`src/rtl/fixed_mult_pipe.sv`:
```
// Pipelined signed fixed-point multiplier (Q(W-FRAC).FRAC) with selectable rounding,
// saturation to the format range, and a saturating count of clipped results.
module fixed_mult_pipe #(
  parameter int W      = 17,
  parameter int FRAC   = 8,
  parameter int STAGES = 2,
  parameter int CW     = 16
) (
  input  logic                clk,
  input  logic                rst_n,
  input  logic                in_valid,
  output logic                in_ready,
  input  logic signed [W-1:0] a,
  input  logic signed [W-1:0] b,
  input  logic                round_mode,
  output logic                out_valid,
  input  logic                out_ready,
  output logic [W-1:0]        ab,
  output logic                clip_int,
  output logic                clip_frac,
  input  logic                sat_clr,
  output logic [CW-1:0]       sat_count
);

  localparam int PW = 2 * W;

  // Bounds of the result format, sign-extended to the width of the rounded product.
  localparam logic signed [PW:0] MAX_R = {{(PW-W+2){1'b0}}, {(W-1){1'b1}}};
  localparam logic signed [PW:0] MIN_R = {{(PW-W+2){1'b1}}, {(W-1){1'b0}}};

  typedef struct packed {
    logic         clip_int;
    logic         clip_frac;
    logic [W-1:0] ab;
  } res_t;

  function automatic res_t round_sat(input logic signed [PW-1:0] p, input logic rm);
    logic signed [PW:0] half;
    logic signed [PW:0] pr;
    logic signed [PW:0] r;
    res_t               res;
    half          = '0;
    half[FRAC-1]  = rm;
    pr            = {p[PW-1], p} + half;
    r             = pr >>> FRAC;
    res.clip_frac = |p[FRAC-1:0];
    if (r > MAX_R) begin
      res.clip_int = 1'b1;
      res.ab       = {1'b0, {(W-1){1'b1}}};
    end else if (r < MIN_R) begin
      res.clip_int = 1'b1;
      res.ab       = {1'b1, {(W-1){1'b0}}};
    end else begin
      res.clip_int = 1'b0;
      res.ab       = r[W-1:0];
    end
    return res;
  endfunction

  // Handshake: a transfer happens on a rising edge where valid && ready. The whole
  // pipeline advances together whenever the output slot is empty or being drained.
  logic adv;
  logic out_valid_q;
  res_t out_res_q;
  logic [CW-1:0] sat_count_q, sat_count_d;

  assign adv      = !out_valid_q || out_ready;
  assign in_ready = adv;

  logic signed [PW-1:0] prod;
  assign prod = a * b;

  logic fin_valid;
  res_t fin_res;

  generate
    if (STAGES == 1) begin : g_single
      assign fin_valid = in_valid;
      assign fin_res   = round_sat(prod, round_mode);
    end else begin : g_pipe
      logic [STAGES-2:0]    pv_q;
      logic [STAGES-2:0]    prm_q;
      logic signed [PW-1:0] pp_q [STAGES-1];

      // Earlier stages carry the raw product; rounding/saturation feeds the output stage.
      always_ff @(posedge clk or negedge rst_n) begin
        if (!rst_n) begin
          pv_q  <= '0;
          prm_q <= '0;
          for (int i = 0; i < STAGES - 1; i++) pp_q[i] <= '0;
        end else if (adv) begin
          pv_q[0] <= in_valid;
          if (in_valid) begin
            pp_q[0]  <= prod;
            prm_q[0] <= round_mode;
          end
          for (int i = 1; i < STAGES - 1; i++) begin
            pv_q[i] <= pv_q[i-1];
            if (pv_q[i-1]) begin
              pp_q[i]  <= pp_q[i-1];
              prm_q[i] <= prm_q[i-1];
            end
          end
        end
      end

      assign fin_valid = pv_q[STAGES-2];
      assign fin_res   = round_sat(pp_q[STAGES-2], prm_q[STAGES-2]);
    end
  endgenerate

  always_ff @(posedge clk or negedge rst_n) begin
    if (!rst_n) begin
      out_valid_q <= 1'b0;
      out_res_q   <= '0;
    end else if (adv) begin
      out_valid_q <= fin_valid;
      if (fin_valid) out_res_q <= fin_res;
    end
  end

  // Clear takes priority over a simultaneous clipped handshake; the count never wraps.
  always_comb begin
    sat_count_d = sat_count_q;
    if (sat_clr) begin
      sat_count_d = '0;
    end else if (out_valid_q && out_ready && out_res_q.clip_int && (sat_count_q != '1)) begin
      sat_count_d = sat_count_q + CW'(1);
    end
  end

  always_ff @(posedge clk or negedge rst_n) begin
    if (!rst_n) sat_count_q <= '0;
    else        sat_count_q <= sat_count_d;
  end

  assign out_valid = out_valid_q;
  assign ab        = out_res_q.ab;
  assign clip_int  = out_res_q.clip_int;
  assign clip_frac = out_res_q.clip_frac;
  assign sat_count = sat_count_q;

endmodule

```
`config.mk`:
```
export PLATFORM = sky130hd
export DESIGN_NAME = fixed_mult_pipe
export DESIGN_NICKNAME = d
export VERILOG_FILES = /design/src/rtl/fixed_mult_pipe.sv
export SDC_FILE = /design/constraint.sdc
export NUM_CORES = 1
export LEC_CHECK = 0
export ABC_AREA = 1
export CELL_PAD_IN_SITES_DETAIL_PLACEMENT = 1
export CELL_PAD_IN_SITES_GLOBAL_PLACEMENT = 1
export CORE_ASPECT_RATIO = 1.25
export CORE_MARGIN = 1
export CORE_UTILIZATION = 43
export CTS_CLUSTER_DIAMETER = 80
export DETAILED_ROUTE_END_ITERATION = 6
export HOLD_SLACK_MARGIN = 0.06
export PLACE_DENSITY_LB_ADDON = 0.1
export SYNTH_ARGS = -nofsm -noshare
export SYNTH_HDL_FRONTEND = slang
export SYNTH_SLANG_ARGS = --single-unit
```
`constraint.sdc`:
```
create_clock -name clk -period 2 [get_ports clk]
set_input_delay 0.4 -clock clk [delete_from_list [all_inputs] [get_ports clk]]
set_output_delay 0.4 -clock clk [all_outputs]
set_load 0.05 [all_outputs]
```
==> results of run 1 <==
## sequential cells by signal, summed over array words and instances, names as in the netlist
| name | count |
|---|---|
| g_pipe.prm_q | 1 |
| g_pipe.pp_q | 34 |
| ab | 17 |
| clip_frac | 1 |
| fin_valid | 1 |
| clip_int | 1 |
| out_valid | 1 |
| sat_count | 16 |
## cell type report
class                           count  area (um^2)  area share
Clock buffer                       13          260      0.0111
Clock inverter                      3         40.0     0.00171
Inverter                          591         2250      0.0960
Multi-Input combinational cell   1308        13500       0.576
Sequential cell                    72         1810      0.0771
Tap cell                          474          593      0.0253
Timing Repair Buffer              513         4980       0.212
## path summary, 6_finish.rpt
check	to	slack, ns	cells past startpoint
max in group asynchronous	g_pipe.pp_q[17]	0.89	3
setup / recovery	g_pipe.pp_q[33]	-3.82	26
hold reg to reg	ab[0]	0.49	2
min in group asynchronous	sat_count[8]	0.55	2
setup reg to reg	ab[3]	-0.11	16
hold / removal	ab[0]	0.49	2
## tightest hold or removal path, cell delays in order (launching register included)
cell and delay, ns:
dfrtp_1 0.35, nand2_1 0.06, nand2_1 0.06
## routing by layer
metal	vias up	GRT usage
met2	972	0.711
met5	-	0
li1	6775	-
met1	8226	0.363
met3	609	0.0670
met4	0	0.282
## layout by cell type (no fill, tap or decap), types with 33 or more instances in the layout
cell type / synthesis / layout
buf_12: 0 / 36
buf_4: 0 / 300
buf_6: 2 / 90
dfrtp_1: 72 / 67
fa_1: 296 / 264
ha_1: 87 / 33
ha_4: 0 / 52
inv_1: 587 / 459
inv_2: 2 / 120
nand2_1: 515 / 414
nand2_2: 5 / 64
nand2_4: 0 / 42
nand3_1: 64 / 44
nor2_1: 107 / 65
## stage by stage
step / instances / TNS, ns / instance area [um^2] / util
floorplan: 2050 / -85.35 / 16700 / -
global placement: 2782 / -115.75 / 19600 / 0.552
detailed placement: 2782 / -120.39 / 19600 / 0.552
global route: 2974 / -104.98 / 23500 / 0.662
finish: 2974 / -98.21 / 23500 / 0.662
CTS: 2934 / -87.25 / 22500 / 0.634
## logic make-up after synthesis
| kind of cell | share of synthesized area |
|---|---|
| buf+inv | 0.164 |
| simple gates | 0.196 |
| xor+xnor | 0.0209 |
| flops | 0.116 |
| compound gates | 0.0500 |
| fa+ha+maj | 0.453 |
## what timing repair did
action | in CTS | in global routing
setup buffers | 130 | 44
endpoints found under the hold margin | 14 | 0
gates cloned | 10 | 0
pin swaps | 264 | 151
hold buffers | 1 | 0
resized for setup | 605 | 200
setup endpoints to repair | 54 | 65
==> metrics.csv, run 1 <==
metric,value,unit
run_status,finished with violations,
violations_in_the_final_reports,negative setup slack,
synthesis_warning_total,0,
setup-violations-final,51,
cp_slowest_cell,fa_1,
post_synth_most_frequent_cells,"inv_1, nand2_1, fa_1",
yosys_most_used_dff,dfrtp_1,
worstSetupStartpoint,b[8],
tritoncts_num_sinks,72,
min_path_type,reg2reg,
drt_first_pass_iters,5,
dp.final_hpwl,43600,um
met1Wirelength,25100,um
layout_min_cycle_time,5.82,ns
post_drt_wl_per_cell,27.2,um
grt_max_degree,37,
synthesis.area_per_instance,7.56,um^2
worst_clock_skew,0.00784,ns
antenna_found_initial,0,
initial_utilization,0.437,
period_share,2.91,
cell_chosen_for_the_clock_root,clkbuf_16,
grt_pass1_vias,18958,
dieArea,36800,um^2
post_drt_via_cell_ratio,5.58,
num_rows,77,
critPathArrivalTime,6.08,ns
yosysTopAreaCellShare,0.382,
clk_pin_slew_worst_paths,0.06,ns
dp_slack,-4.38,ns
timing.critical_path.to_type,flop,
fmax,0.172,GHz
synth_nets,2473,
cp.buffers_inverters,10,
max_slew.worst_pin.slew,0.529,ns
layout-drive-gt1-share,0.400,
post-route-drc-count,0,
routed_via_count,16582,
globalRoute.totalOverflow,0,
syn_area,15500,um^2
ys_seq_elements,72,
fin_nets,2918,
synth_enable_flop_cells,0,
horizontal_die_dimension,172,um
numCtsBuffers,9,
max_stage_delay,0.66,ns
port-buffer-count,76,
global_route.usage.total,0.380,
timing.slew.headroom,0.646,
h-tree-depth,3,
clkLatencyLatePin,0.36,ns
synth.yosys.seq_area_share,0.116,
setup_ws_post_layout,-3.82,ns
post_synth_num_cell_types,41,
cpLargestDelayFamily,adder cells,
critical_path.startpoint_type,primary input,
met3_length,5290,um
setup_repair_after_global_routing_missed_its_margin,true,
postSynth.asyncResetShare,1.00,
area_delta_synth_final,51.4,%
regToRegStartpoint,g_pipe.prm_q,
wirelength,81000,um
tritoncts_clock_tree,yes,
layout.filler_cells,4121,
min-delay-start,ab[0],
final-max-slew-violation-count,0,
timing.critical_path.required,2.25,ns
io-pin-count,77,
timing.critical_path.fanout_max,6,
synth_largest_area_cell,fa_1,
timing.hold.ws,0.494,ns
wl_met2,41100,um
report.final.hold_viol_count,0,
gp_congestion,0.878,
dr.max_layer_used,met4,
max_cap_viol_count,0,
crit_type,in2reg,
cts.path.max_buffers,2,
core_area,35500,um^2
drt-initial-drc-count,1018,
synth_top_cells_by_area,"fa_1, inv_1, nand2_1",
postSynthCellCount,2050,
final_antenna_net_count,0,
global_route_wire_length_before_repair,104000,um
crit_path_frequent_cell,fa_1,
yosysMostFrequentCell,inv_1,
antennaDiodeCount,0,
floorplan_die_height,214,um
Power of run 1 is left out: the tool's default activity adds up to more than one toggle a clock period on the data nets, which glitch-free logic cannot reach.
==> run 2, diff against run 1 <==
- CTS_CLUSTER_SIZE: unset -> 8
==> results of run 2 <==
Final layout, timing and power as in run 1 (identical DEF).
Power of run 2 is left out for the same reason.
